`config.mk`:
```
export PLATFORM = sky130hd
export DESIGN_NAME = blob_frame_sequencer
export DESIGN_NICKNAME = d
export VERILOG_FILES = /design/src/rtl/blob_frame_sequencer_pkg.sv /design/src/rtl/blob_frame_sequencer_seq_divider.sv /design/src/rtl/blob_frame_sequencer.sv
export SDC_FILE = /design/constraint.sdc
export NUM_CORES = 1
export LEC_CHECK = 0
export ABC_CLOCK_PERIOD_IN_PS = 6900
export BUFFER_PORTS_ARGS = -buffer_cell sky130_fd_sc_hd__buf_2
export CAP_MARGIN = 20
export CORE_ASPECT_RATIO = 1.75
export CORE_MARGIN = 5
export CORE_UTILIZATION = 62
export CTS_CLUSTER_DIAMETER = 60
export DETAILED_ROUTE_END_ITERATION = 8
export HOLD_SLACK_MARGIN = 0.05
export PLACE_DENSITY = 0.84
export SKIP_CTS_REPAIR_TIMING = 1
export SLEW_MARGIN = 20
export SYNTH_ARGS = -nofsm -noshare
export SYNTH_HDL_FRONTEND = slang
export SYNTH_SLANG_ARGS = --single-unit
export TNS_END_PERCENT = 30
```
`constraint.sdc`:
```
create_clock -name CLK -period 6.9 [get_ports CLK]
set_input_delay 0 -clock CLK [delete_from_list [all_inputs] [get_ports CLK]]
set_output_delay 0 -clock CLK [all_outputs]
set_load 0.03 [all_outputs]
```
`src/rtl/blob_frame_sequencer_pkg.sv`:
```
// Shared types and constants for the blob frame sequencer and its divider.
package blob_frame_sequencer_pkg;

  typedef enum logic [3:0] {
    IDLE,
    FREEZE,
    READ,
    LATCH,
    DIV_H,
    DIV_V,
    STORE,
    CLEAR,
    PUBLISH
  } state_t;

  localparam int MAX_OUT = 4;
  localparam int DIV_LAT = 32;

  // Centroids are published as 16-bit coordinates; larger quotients clamp.
  function automatic logic [15:0] sat16(input logic [DIV_LAT-1:0] q);
    return (|q[DIV_LAT-1:16]) ? 16'hFFFF : q[15:0];
  endfunction

endpackage

```
`src/rtl/blob_frame_sequencer_seq_divider.sv`:
```
// Unsigned restoring divider, one quotient bit per cycle; the first bit is
// resolved on the start cycle so done lands exactly DIV_LAT cycles after start.
module seq_divider
  import blob_frame_sequencer_pkg::*;
#(
  parameter int SUM_W = 32,
  parameter int CNT_W = 16
) (
  input  logic               clk,
  input  logic               rst,
  input  logic               start,
  input  logic [SUM_W-1:0]   dividend,
  input  logic [CNT_W-1:0]   divisor,
  output logic               done,
  output logic [DIV_LAT-1:0] quotient
);

  localparam int STEP_W = $clog2(DIV_LAT);

  logic               running;
  logic [STEP_W-1:0]  step;
  logic [CNT_W-1:0]   rem;
  logic [CNT_W-1:0]   dsr;
  logic [DIV_LAT-1:0] quo;

  logic [CNT_W-1:0]   rem_in;
  logic [CNT_W-1:0]   dsr_in;
  logic [DIV_LAT-1:0] quo_in;
  logic [CNT_W:0]     trial;
  logic [CNT_W-1:0]   rem_next;
  logic [DIV_LAT-1:0] quo_next;

  assign quotient = quo;

  always_comb begin
    if (running) begin
      rem_in = rem;
      quo_in = quo;
      dsr_in = dsr;
    end else begin
      rem_in = '0;
      quo_in = DIV_LAT'(dividend);
      dsr_in = divisor;
    end
    trial = {rem_in, quo_in[DIV_LAT-1]};
    if (trial >= {1'b0, dsr_in}) begin
      rem_next = CNT_W'(trial - {1'b0, dsr_in});
      quo_next = {quo_in[DIV_LAT-2:0], 1'b1};
    end else begin
      rem_next = trial[CNT_W-1:0];
      quo_next = {quo_in[DIV_LAT-2:0], 1'b0};
    end
  end

  // A start while running is ignored: the running branch never reloads.
  always_ff @(posedge clk) begin
    if (rst) begin
      running <= 1'b0;
      done    <= 1'b0;
      step    <= '0;
      rem     <= '0;
      dsr     <= '0;
      quo     <= '0;
    end else begin
      done <= 1'b0;
      if (running || start) begin
        rem <= rem_next;
        quo <= quo_next;
        if (!running) begin
          dsr     <= divisor;
          step    <= STEP_W'(1);
          running <= 1'b1;
        end else begin
          step <= step + STEP_W'(1);
          if (step == STEP_W'(DIV_LAT - 1)) begin
            running <= 1'b0;
            done    <= 1'b1;
          end
        end
      end
    end
  end

endmodule

```
`src/rtl/blob_frame_sequencer.sv`:
```
// Per-frame walker over the accumulator slots: freeze, divide each valid slot
// into a centroid, clear it, and publish up to four points on frame end.
module blob_frame_sequencer
  import blob_frame_sequencer_pkg::*;
#(
  parameter int NUM_SLOTS  = 8,
  parameter int MIN_PIXELS = 4,
  parameter int CNT_W      = 16,
  parameter int SUM_W      = 32
) (
  input  logic             CLK,
  input  logic             RST,
  input  logic             VGA_VS,
  input  logic [SUM_W-1:0] SUM_H,
  input  logic [SUM_W-1:0] SUM_V,
  input  logic [CNT_W-1:0] COUNT,
  output logic [3:0]       SLOT_SEL,
  output logic             SLOT_CLR,
  output logic             ACC_FREEZE,
  output logic [15:0]      POINTS_H_0,
  output logic [15:0]      POINTS_H_1,
  output logic [15:0]      POINTS_H_2,
  output logic [15:0]      POINTS_H_3,
  output logic [15:0]      POINTS_V_0,
  output logic [15:0]      POINTS_V_1,
  output logic [15:0]      POINTS_V_2,
  output logic [15:0]      POINTS_V_3,
  output logic [2:0]       POINT_CNT,
  output logic             FRAME_DONE,
  output logic             BUSY,
  output logic             OVERRUN
);

  state_t             state;
  logic               vs_prev;
  logic               vs_rise;
  logic [3:0]         idx;
  logic [2:0]         out_idx;
  logic [SUM_W-1:0]   lat_h;
  logic [SUM_W-1:0]   lat_v;
  logic [CNT_W-1:0]   lat_cnt;
  logic [15:0]        cen_h;
  logic [15:0]        cen_v;
  logic [15:0]        shadow_h [MAX_OUT];
  logic [15:0]        shadow_v [MAX_OUT];
  logic               div_start;
  logic               div_done;
  logic [SUM_W-1:0]   div_dividend;
  logic [DIV_LAT-1:0] div_quotient;

  assign vs_rise      = VGA_VS & ~vs_prev;
  assign div_dividend = (state == DIV_V) ? lat_v : lat_h;

  seq_divider #(
    .SUM_W(SUM_W),
    .CNT_W(CNT_W)
  ) u_div (
    .clk     (CLK),
    .rst     (RST),
    .start   (div_start),
    .dividend(div_dividend),
    .divisor (lat_cnt),
    .done    (div_done),
    .quotient(div_quotient)
  );

  // Outputs are registered on the transition into the state that owns them,
  // so e.g. SLOT_CLR is high exactly during CLEAR and FRAME_DONE during PUBLISH.
  always_ff @(posedge CLK) begin
    if (RST) begin
      state      <= IDLE;
      vs_prev    <= 1'b0;
      idx        <= '0;
      out_idx    <= '0;
      lat_h      <= '0;
      lat_v      <= '0;
      lat_cnt    <= '0;
      cen_h      <= '0;
      cen_v      <= '0;
      div_start  <= 1'b0;
      for (int i = 0; i < MAX_OUT; i++) begin
        shadow_h[i] <= '0;
        shadow_v[i] <= '0;
      end
      SLOT_SEL   <= '0;
      SLOT_CLR   <= 1'b0;
      ACC_FREEZE <= 1'b0;
      POINTS_H_0 <= '0;
      POINTS_H_1 <= '0;
      POINTS_H_2 <= '0;
      POINTS_H_3 <= '0;
      POINTS_V_0 <= '0;
      POINTS_V_1 <= '0;
      POINTS_V_2 <= '0;
      POINTS_V_3 <= '0;
      POINT_CNT  <= '0;
      FRAME_DONE <= 1'b0;
      BUSY       <= 1'b0;
      OVERRUN    <= 1'b0;
    end else begin
      vs_prev   <= VGA_VS;
      div_start <= 1'b0;
      if (vs_rise && state != IDLE) begin
        OVERRUN <= 1'b1;
      end

      case (state)
        IDLE: begin
          if (vs_rise) begin
            ACC_FREEZE <= 1'b1;
            BUSY       <= 1'b1;
            state      <= FREEZE;
          end
        end

        FREEZE: begin
          idx      <= '0;
          out_idx  <= '0;
          SLOT_SEL <= '0;
          for (int i = 0; i < MAX_OUT; i++) begin
            shadow_h[i] <= '0;
            shadow_v[i] <= '0;
          end
          state <= READ;
        end

        READ: begin
          state <= LATCH;
        end

        LATCH: begin
          lat_h   <= SUM_H;
          lat_v   <= SUM_V;
          lat_cnt <= COUNT;
          if (COUNT < CNT_W'(MIN_PIXELS)) begin
            SLOT_CLR <= 1'b1;
            state    <= CLEAR;
          end else begin
            div_start <= 1'b1;
            state     <= DIV_H;
          end
        end

        DIV_H: begin
          if (div_done) begin
            cen_h     <= sat16(div_quotient);
            div_start <= 1'b1;
            state     <= DIV_V;
          end
        end

        DIV_V: begin
          if (div_done) begin
            cen_v <= sat16(div_quotient);
            state <= STORE;
          end
        end

        STORE: begin
          if (out_idx < 3'(MAX_OUT)) begin
            shadow_h[out_idx[1:0]] <= cen_h;
            shadow_v[out_idx[1:0]] <= cen_v;
            out_idx                <= out_idx + 3'd1;
          end
          SLOT_CLR <= 1'b1;
          state    <= CLEAR;
        end

        CLEAR: begin
          SLOT_CLR <= 1'b0;
          if (idx == 4'(NUM_SLOTS - 1)) begin
            POINTS_H_0 <= shadow_h[0];
            POINTS_H_1 <= shadow_h[1];
            POINTS_H_2 <= shadow_h[2];
            POINTS_H_3 <= shadow_h[3];
            POINTS_V_0 <= shadow_v[0];
            POINTS_V_1 <= shadow_v[1];
            POINTS_V_2 <= shadow_v[2];
            POINTS_V_3 <= shadow_v[3];
            POINT_CNT  <= out_idx;
            FRAME_DONE <= 1'b1;
            ACC_FREEZE <= 1'b0;
            SLOT_SEL   <= '0;
            state      <= PUBLISH;
          end else begin
            idx      <= idx + 4'd1;
            SLOT_SEL <= idx + 4'd1;
            state    <= READ;
          end
        end

        PUBLISH: begin
          FRAME_DONE <= 1'b0;
          BUSY       <= 1'b0;
          state      <= IDLE;
        end

        default: begin
          state <= IDLE;
        end
      endcase
    end
  end

endmodule
```
==> results of run 1 <==
==> cells by family after synthesis <==
group	synth area share, %
mux	2.98
simple gates	20.7
xor+xnor	0.807
buf+inv	3.42
flops	57.3
compound gates	13.1
fa+ha+maj	1.67
==> metrics by stage <==
stage / cells / hold slack, ps
6_report: 2634 / 248
5_1_grt: 2633 / 247
2_1_floorplan: 2011 / 128
3_5_place_dp: 2474 / 227
3_3_place_gp: 2474 / 225
4_1_cts: 2543 / -333
==> layer usage <==
layer  vias up  global-route usage [%]  wire length (um)  part of all wire (%)
met2       558                    47.6             25500                    54
met1      7106                    28.7             17100                    36
li1       7353                       -                 -                     -
met5         -                       0                 0                     0
met3       145                    3.43              2820                   5.9
met4         0                    11.7              2220                   4.7
==> flip-flops by register name (all words and copies together), names as in the netlist, 32 cells and up <==
signal	flops
u_div.quotient	32
lat_h	32
shadow_v	64
lat_v	32
shadow_h	64
==> Yosys cell counts (9+ instances only) <==
| master | instances | share of area [%] |
|---|---|---|
| nand2_1 | 495 | 10 |
| dfxtp_1 | 336 | 36 |
| a21oi_1 | 295 | 8.0 |
| nor2_1 | 153 | 3.1 |
| clkbuf_1 | 142 | 2.9 |
| and3_1 | 133 | 4.5 |
| edfxtp_1 | 128 | 21 |
| a211oi_1 | 75 | 3.1 |
| mux2i_1 | 50 | 2.7 |
| ha_1 | 23 | 1.6 |
| and2_1 | 16 | 0.54 |
| nand3_1 | 16 | 0.43 |
| nor3_1 | 12 | 0.33 |
| o21ai_0 | 10 | 0.27 |
| xnor2_1 | 9 | 0.43 |
==> final cells by class <==
class	instances	area (um^2)
fill	1997	7560
antenna	1	2.50
inverter	8	30.0
tap	382	478
sequential	464	10600
timing repair buffer	326	2130
clock inverter	16	190
multi-input combinational	1384	7290
clock buffer	53	1130
==> where the power goes <==
| group | internal (uW) | switching [uW] | leakage, uW |
|---|---|---|---|
| clock | 1310 | 976 | 0.000649 |
| sequential | 2880 | 36.3 | 0.00407 |
| combinational | 108 | 193 | 0.00384 |
| total | 4300 | 1210 | 0.00855 |
==> worst max-delay path by stage <==
stage               startpoint       endpoint  slack (ps)
floorplan             state[3]  u_div.rem[14]        3130
global placement      state[2]  u_div.rem[14]        2310
detailed placement    state[2]  u_div.rem[14]        2050
CTS                   state[2]  u_div.rem[14]        2030
global route          state[2]  u_div.rem[14]        1520
finish                state[2]  u_div.rem[14]        1890
==> tightest hold or removal path, stage by stage <==
cell	delay, ps
dlygate4sd3_1	530
buf_2	120
nand2_1	50
a21oi_1	50
==> results.md, run 1 <==
* Vias in the first global route at 13900
* Synth-to-layout area growth at 18.3%
* WP data required at 7340 ps
* Post-layout minimum cycle time at 5010 ps
* Post-DP HPWL at 29.7 mm
* Clock skew at 8.65 ps
* R2R Path End: u_div.rem[14]
* Worst path max stage delay at between 500 and 600 ps
* First-pass GRT wire length at 70.0 mm
* Main synth FF type: dfxtp_1
* Setup_tns at 0 ps
* CTS H-tree depth at 2
* Pre-antenna DRT Iters at 5
* Setup violators final at 0
* Yosys warnings at 0
* Unique masters post-synth at 60
* VDD IR max at 0.219 mV
* Die width at 140 um
* Placement Cell Area at just under 0.02 mm^2
* Worst setup path category: register to register
* Critical path peak fanout at 33
* Iter 0 DRT Violations at 1080
* CTS tree: done
* Clk buf depth at 3
* Pre-CTS setup slack at 2050 ps
* Final Hold Fails at 0
* Flop2flop setup slack at approximately 1900 ps
* Core Area at slightly below 0.03 mm^2
* Final nets at 2330
* Antenna-violating nets left at 0
* GP Congestion at 0.836
* Commonest cells after routing, fill and taps aside: nand2_1 (494), dfxtp_1 (334), a21oi_1 (295)
* EDFF count, synth at approximately 130
* DR vias/cell at ~5.8
* Reg-to-Reg Start: state[2]
* Worst path arrival time at 5450 ps
* Synth Instances at 2011
* Largest net degree at the start of global routing at roughly 130
* Slowest-stage cell, CP: dfxtp_1
* Post-layout util at between 70 and 80%
* Worst path buffer plus inverter count at 2
* Max-slew violation count at 0
* Crit start category: register
* Floorplan row count at 83
* Final Cell Area at around 0.022 mm^2
* Die ar. at 0.0335 mm^2
* Type of destination of the critical path: register
* Clk root buf: clkbuf_16
* Commonest non-fill, non-tap cell in the layout: nand2_1
* Die height at 238 um
* Register area share after synthesis at 57.3%
* Max_cap viols at 0
* Pwr dens at 252 mW/mm^2
* Worst min path class: input port to register
* FFs w/ async S/R, synth at 0%
* Power Total at 5500 uW
* Post-Syn Area at about 0.018 mm^2
* Synthesized area per cell at 9.18 um^2
* Critical Path, Cell by Cell: nor2b_1, and2_2, buf_4, mux2i_1, nor2_1, a21oi_1, ha_1, inv_1, fa_1, a211oi_1, o21bai_1, a21oi_1, a211oi_1, o32ai_1, xnor2_1, mux2_1, a22o_1
* Synthesized Nets at 2118
* DRC at 0
* Clock sink count at 464
* CTS Buf Count at 39
* CP top delay family: compound AO/OA/AOI/OAI gates
* WL per Instance at between 15 and 20 um
* Maximum clock rate at 200 MHz
* Total number of vias at 15200
* Register-to-Register Path Depth at 17
* Slew headroom at 26.9%
* Worst-Skew Late Latency at 550 ps
* Leak at ~0.0086 uW
* Final Worst Setup Slack at 1890 ps
* Total track usage at 25.6%
* Post-route clock period utilization at approximately 73%
* Hold Startpoint: SUM_V[18]
* Stages on worst setup path at 17
* Status: finished, final reports clean
* I/O pins at 223
* Worst min-delay path endpoint: lat_v[18]
* Hold Crit Depth at 4
* Flops & latches, synth at 464
* Gr ovfl total at 0
* Unrepaired setup endpoints after global routing: false
* IO buf count at 222
* Worst-margin pin slew at 1090 ps
* Initial antenna violation count at 0
* Starting density of the core at between 60% and 70%
* Final wirelength at between 40 and 50 mm
* CTS clk-pin slew, worst paths at 70 ps
* Layout cells sized above 1 at 13.9%
No activity file was read; power rests on OpenSTA's default activity.
==> run 2: changes to the inputs <==
--- a/config.mk
+++ b/config.mk
@@ -5,16 +5,16 @@
 export SDC_FILE = /design/constraint.sdc
 export NUM_CORES = 1
 export LEC_CHECK = 0
-export ABC_CLOCK_PERIOD_IN_PS = 6900
+export ABC_CLOCK_PERIOD_IN_PS = 4600
 export BUFFER_PORTS_ARGS = -buffer_cell sky130_fd_sc_hd__buf_2
 export CAP_MARGIN = 20
 export CORE_ASPECT_RATIO = 1.75
 export CORE_MARGIN = 5
-export CORE_UTILIZATION = 62
+export CORE_UTILIZATION = 52
 export CTS_CLUSTER_DIAMETER = 60
 export DETAILED_ROUTE_END_ITERATION = 8
 export HOLD_SLACK_MARGIN = 0.05
-export PLACE_DENSITY = 0.84
+export PLACE_DENSITY = 0.75
 export SKIP_CTS_REPAIR_TIMING = 1
 export SLEW_MARGIN = 20
 export SYNTH_ARGS = -nofsm -noshare
==> constraint.sdc (replaced) <==
create_clock -name CLK -period 4.6 [get_ports CLK]
set_input_delay 0 -clock CLK [delete_from_list [all_inputs] [get_ports CLK]]
set_output_delay 0 -clock CLK [all_outputs]
set_load 0.03 [all_outputs]
==> run 2 against run 1 <==
Net effect:
- the flow now finishes with violations (negative hold slack)
- power is 49% higher
- fmax is 19% higher
- global-route usage is 3.9 points lower
- sequential power is 50% higher
- final cell count is 3.1% higher
- sequential cell count stayed put
- final area is 0.18% higher
- clock skew is 7.1 ps higher
- register-to-register slack worse by 1500 ps
==> results.md, run 2 (synthesis gave the netlist of run 1 again) <==
* Pwr dens at 374 mW/mm^2 (+48%)
* Max-slew violation count at 0 (unchanged)
* Setup violators final at 0 (unchanged)
* Largest regs: shadow_h: 64 flops, shadow_v: 64 flops
* Clock sink count at 464 (unchanged)
* Top Usage Layer GRT: met2
* Commonest cells after routing, fill and taps aside: nand2_1 (494), dfxtp_1 (334), a21oi_1 (295)
* Fill cell count at 2858 (+43%)
* Met2 Resource Use GR at 40.8% (-6.8 points)
* Final wirelength at 46.6 mm (-2.1%)
* Placed cells at 2559 (+3.4%)
* CTS H-tree depth at 2 (unchanged)
* Worst path arrival time at 4650 ps (-800 ps)
* First-pass GRT wire length at 70.3 mm (+0.51%)
* Starting density of the core at 52.5% (-10 points)
* Critical path peak fanout at 11 (-67%)
* Maximum clock rate at 238 MHz (+19%)
* Min Hold Slack at -21.7 ps (-269 ps)
* VDD IR max at 0.315 mV (+44%)
* Crit start category: register
* Unrepaired setup endpoints after global routing: false
* Commonest non-fill, non-tap cell in the layout: nand2_1
* Violated checks: negative hold slack
* WP data required at 5040 ps (-2300 ps)
* Vias in the first global route at 13600 (-2.0%)
* Post-route clock period utilization at 91.4% (+19 points)
* Slew headroom at 29.0% (+2.1 points)
* Area used by multi-input combinational logic at 0.00729 mm^2 (about the same)
* Pre-antenna DRT Iters at 5 (unchanged)
* CTS Buf Count at 41 (+5.1%)
* Non-Filler Instances at 2715 (+3.1%)
* GR Util met3 at 3.00% (-0.43 points)
* Worst setup path category: register to register
* I/O pins at 223 (unchanged)
* Setup_tns at 0 ps (unchanged)
* Clock skew at 15.7 ps (+7.10 ps)
* Post-DP HPWL at 30.3 mm (+1.9%)
* Worst min path class: input port to register
* Antenna-violating nets left at 0 (unchanged)
* Status: finished, violations left
* CP top delay family: compound AO/OA/AOI/OAI gates
* GP Congestion at 0.859 (+2.8%)
* CTS tree: done
* Worst-margin pin slew at 1070 ps (-29.0 ps)
* Gr ovfl total at 0 (unchanged)
* Clk buf depth at 3 (unchanged)
* Leak at 0.00850 uW (-0.58%)
* FF/Latch Area at 0.0106 mm^2 (unchanged)
* CTS clk-pin slew, worst paths at 60 ps (about the same)
* Total number of vias at 14700 (-3.0%)
* Core Area at 0.0352 mm^2 (+20%)
* Final Hold Fails at 15 (+15)
* Slowest-stage cell, CP: dfxtp_1
* Critical Path, Cell by Cell: nor2b_1, and2_2, mux2i_1, nor2_1, a21oi_1, ha_1, inv_1, fa_1, a211oi_1, o21bai_1, a21oi_1, a211oi_1, o32ai_1, xnor2_1, mux2_1, a22o_1
* Iter 0 DRT Violations at 954 (-12%)
* Floorplan row count at 91 (+9.6%)
* Die width at 152 um (+8.5%)
* Total track usage at 21.7% (-3.9 points)
* Initial antenna violation count at 1 (+1)
* Post-layout minimum cycle time at 4200 ps (-803 ps)
* IO buf count at 222 (unchanged)
* Type of destination of the critical path: register
* Die height at 259 um (+8.8%)
* Die ar. at 0.0395 mm^2 (+18%)
* Final nets at 2325 (-0.21%)
* Synth-to-layout area growth at 18.5%
* DR vias/cell at 5.42 (-5.9%)
* Worst-Skew Late Latency at 550 ps (about the same)
* Worst path buffer plus inverter count at 1 (-1)
* Met1 Use GR at 24.5% (-4.1 points)
* Layout cells sized above 1 at 14.3% (+0.32 points)
* DRC at 0 (unchanged)
* Worst path max stage delay at 520 ps (about the same)
* Largest net degree at the start of global routing at 156 (+19%)
* WL per Instance at 17.2 um (-5.0%)
* Max_cap viols at 0 (unchanged)
* Clk root buf: clkbuf_16
[run 2: cell count changes in the layout (fill, tap and decap cells not counted), sizes merged]
cell / previous run / this run
clkinvlp: 1 / 2
dlygate4sd3: 90 / 81
buf: 236 / 238
inv: 10 / 12
clkinv: 9 / 11
bufinv: 4 / 1
clkbuf: 53 / 56
[run 2: final cells by class]
cell class	instances	share of cell area [%]
inverter	8	0.137
multi-input combinational	1384	33.3
antenna	1	0.0114
clock buffer	56	5.33
sequential	464	48.4
tap	465	2.66
clock inverter	18	0.675
timing repair buffer	319	9.50
[run 2: worst register-to-register path: stages (launching register included)]
cell      delay (ps)
dfxtp_1          520
nor2b_1          320
and2_2           230
mux2i_1          190
nor2_1            60
a21oi_1          210
ha_1             210
inv_1             50
fa_1             430
a211oi_1         340
o21bai_1         120
a21oi_1          400
a211oi_1         160
o32ai_1          290
xnor2_1          100
mux2_1           280
a22o_1           190
[run 2: stage by stage]
stage	power (uW)	setup slack (ps)	hold WS, ps	area, um^2	util [%]
2_1_floorplan	4710	832	128	18500	-
3_3_place_gp	4850	540	227	19700	56.1
3_5_place_dp	4860	476	242	19700	56.1
4_1_cts	8200	425	-337	21100	59.8
5_1_grt	8450	80.5	56.2	21900	62.2
6_report	8190	396	-21.7	21900	62.2
[run 2: path summary, 6_finish.rpt]
check / from / end / slack, ps / depth (start not counted)
max: state[0] / u_div.rem[14] / 400 / 16
min: RST / lat_cnt[12] / -20 / 2
max reg2reg: state[0] / u_div.rem[14] / 400 / 16
min reg2reg: POINTS_V_3[1] / POINTS_V_3[1] / 450 / 2
[run 2: power by group]
| part | switching [uW] | leakage (uW) | internal (uW) |
|---|---|---|---|
| combinational | 285 | 0.00379 | 163 |
| sequential | 51.2 | 0.00407 | 4320 |
| clock | 1510 | 0.000642 | 1850 |
[run 2: per-layer routing]
layer	share of wire, %	vias to the layer above
met5	0	-
met3	4.1	119
met2	54	394
met1	38	6872
met4	4.0	0
li1	-	7324
==> run 3: changes to the inputs <==
--- a/config.mk
+++ b/config.mk
@@ -13,6 +13,7 @@
 export CORE_UTILIZATION = 52
 export CTS_CLUSTER_DIAMETER = 60
 export DETAILED_ROUTE_END_ITERATION = 8
+export GPL_TIMING_DRIVEN = 0
 export HOLD_SLACK_MARGIN = 0.05
 export PLACE_DENSITY = 0.75
 export SKIP_CTS_REPAIR_TIMING = 1
==> run 3 against run 2 <==
Net effect:
- the run now ends clean
- first-iteration DRC count fell by 1.7%
- register-to-register slack got worse by 150 ps
- largest power group unchanged
- setup slack got worse by 150 ps
- utilization rose by 1.4 points
- critical path type unchanged
- sequential cell count did not move
==> results.md, run 3 (synthesis gave the netlist of run 1 again) <==
* Largest net degree at the start of global routing at 33 (-79%)
* Clk buf depth at 3 (unchanged)
* CTS H-tree depth at 2 (unchanged)
* Met2 Resource Use GR at 48.9% (+8.1 points)
* Largest regs: shadow_h: 64 flops, shadow_v: 64 flops
* Status: finished, final reports clean
* N_diodes at 0 (-1)
* Initial antenna violation count at 0 (-1)
* Unrepaired setup endpoints after global routing: false
* Leak at 0.00868 uW (+2.1%)
* Post-layout minimum cycle time at 4350 ps (+150 ps)
* Core Area at 0.0352 mm^2 (unchanged)
* WL per Instance at 18.8 um (+9.4%)
* Setup violators final at 0 (unchanged)
* Critical path peak fanout at 10 (-1)
* GP Congestion at 0.941 (+9.4%)
* Power Total at 8360 uW (+2.1%)
* Worst-Skew Late Latency at 550 ps (about the same)
* GR Util met3 at 3.40% (+0.40 points)
* Iter 0 DRT Violations at 938 (-1.7%)
* Worst path arrival time at 4780 ps (+130 ps)
* Crit start category: register
* VDD IR max at 0.256 mV (-19%)
* Pre-CTS setup slack at -535 ps (-1010 ps)
* Commonest cells after routing, fill and taps aside: nand2_1 (491), dfxtp_1 (336), a21oi_1 (295)
* Max-slew violation count at 0 (unchanged)
* Pre-antenna DRT Iters at 5 (unchanged)
* CTS tree: done
* Die height at 259 um (unchanged)
* Commonest non-fill, non-tap cell in the layout: nand2_1
* Clock skew at 17.1 ps (+1.38 ps)
* Placement Cell Area at 0.0202 mm^2 (+2.1%)
* WP data required at 5020 ps (-20 ps)
* Post-DP HPWL at 38.7 mm (+28%)
* Worst-margin pin slew at 1150 ps (+88.3 ps)
* Pwr dens at 374 mW/mm^2 (-0.19%)
* Total track usage at 25.2% (+3.5 points)
* Worst min path class: input port to register
* Layout cells sized above 1 at 13.5% (-0.79 points)
* DR vias/cell at 5.50 (+1.6%)
* Post-route clock period utilization at 94.7% (+3.3 points)
* Final nets at 2463 (+5.9%)
* Gr ovfl total at 0 (unchanged)
* First-pass GRT wire length at 79.7 mm (+13%)
* Final wirelength at 53.6 mm (+15%)
* Setup_tns at 0 ps (unchanged)
* Max_cap viols at 0 (unchanged)
* Maximum clock rate at 230 MHz (-3.4%)
* I/O pins at 223 (unchanged)
* CTS clk-pin slew, worst paths at 60 ps (about the same)
* Worst setup path category: register to register
* Antenna-violating nets left at 0 (unchanged)
* Total number of vias at 15700 (+6.8%)
* DRC at 0 (unchanged)
* Die ar. at 0.0395 mm^2 (unchanged)
* Type of destination of the critical path: register
* Met1 Use GR at 25.6% (+1.0 points)
* Synth-to-layout area growth at 21.2%
* Slew headroom at 22.8% (-6.2 points)
* IO buf count at 221 (-0.45%)
* Final Hold Fails at 0 (-15)
* Starting density of the core at 52.5% (unchanged)
* Floorplan row count at 91 (unchanged)
* Final Worst Setup Slack at 246 ps (-150 ps)
* Top Usage Layer GRT: met2
* Die width at 152 um (unchanged)
* Final Cell Area at 0.0224 mm^2 (+2.3%)
* Clock sink count at 464 (unchanged)
* Clk root buf: clkbuf_16
* Vias in the first global route at 15200 (+12%)
* CTS Buf Count at 41 (unchanged)
## run 3: worst max-delay path, cell delays in order (launching register included)
cell and delay (ps):
dfxtp_1 500, clkbuf_2 300, clkbuf_2 350, clkbuf_4 330, mux2i_1 380, ha_1 300
nor2b_1 140, o21ai_1 230, o21ai_1 210, a31oi_1 370, o221ai_1 270, or4b_2 660
nand4b_1 130, o21ai_1 60
## run 3: cell type report
type	instances	area [um^2]
timing repair buffer	303	1920
sequential	464	10600
tap	465	582
multi-input combinational	1384	7270
clock buffer	59	1250
clock inverter	16	131
inverter	8	30.0
fill	2880	12800
buffer	154	607
## run 3: final timing paths
| kind | startpoint | end | slack [ps] | cells after the start |
|---|---|---|---|---|
| worst max-delay path | u_div.running | u_div.rem[15] | 250 | 13 |
| worst min-delay path | RST | vs_prev | 220 | 3 |
| worst max register to register | u_div.running | u_div.rem[15] | 250 | 13 |
| worst min register to register | POINTS_V_0[9] | POINTS_V_0[9] | 450 | 2 |
## run 3: report_power, final
group | leakage, uW | internal [uW] | switching [uW]
sequential | 0.00407 | 4330 | 46.5
combinational | 0.00392 | 165 | 326
clock | 0.000694 | 1960 | 1530
## run 3: layer usage
metal	vias up	wire length, um
li1	7617	-
met3	187	2590
met4	0	3660
met2	549	28600
met1	7350	18800
met5	-	0
## run 3: metrics by stage
step                      utilization [%]  hold slack [ps]  cells
after floorplan                         -              128   2011
after global placement               57.2              227   2697
after detailed placement             57.3              244   2698
after CTS                            61.2             -329   2773
after global routing                 63.6              242   2853
final                                63.6              217   2853
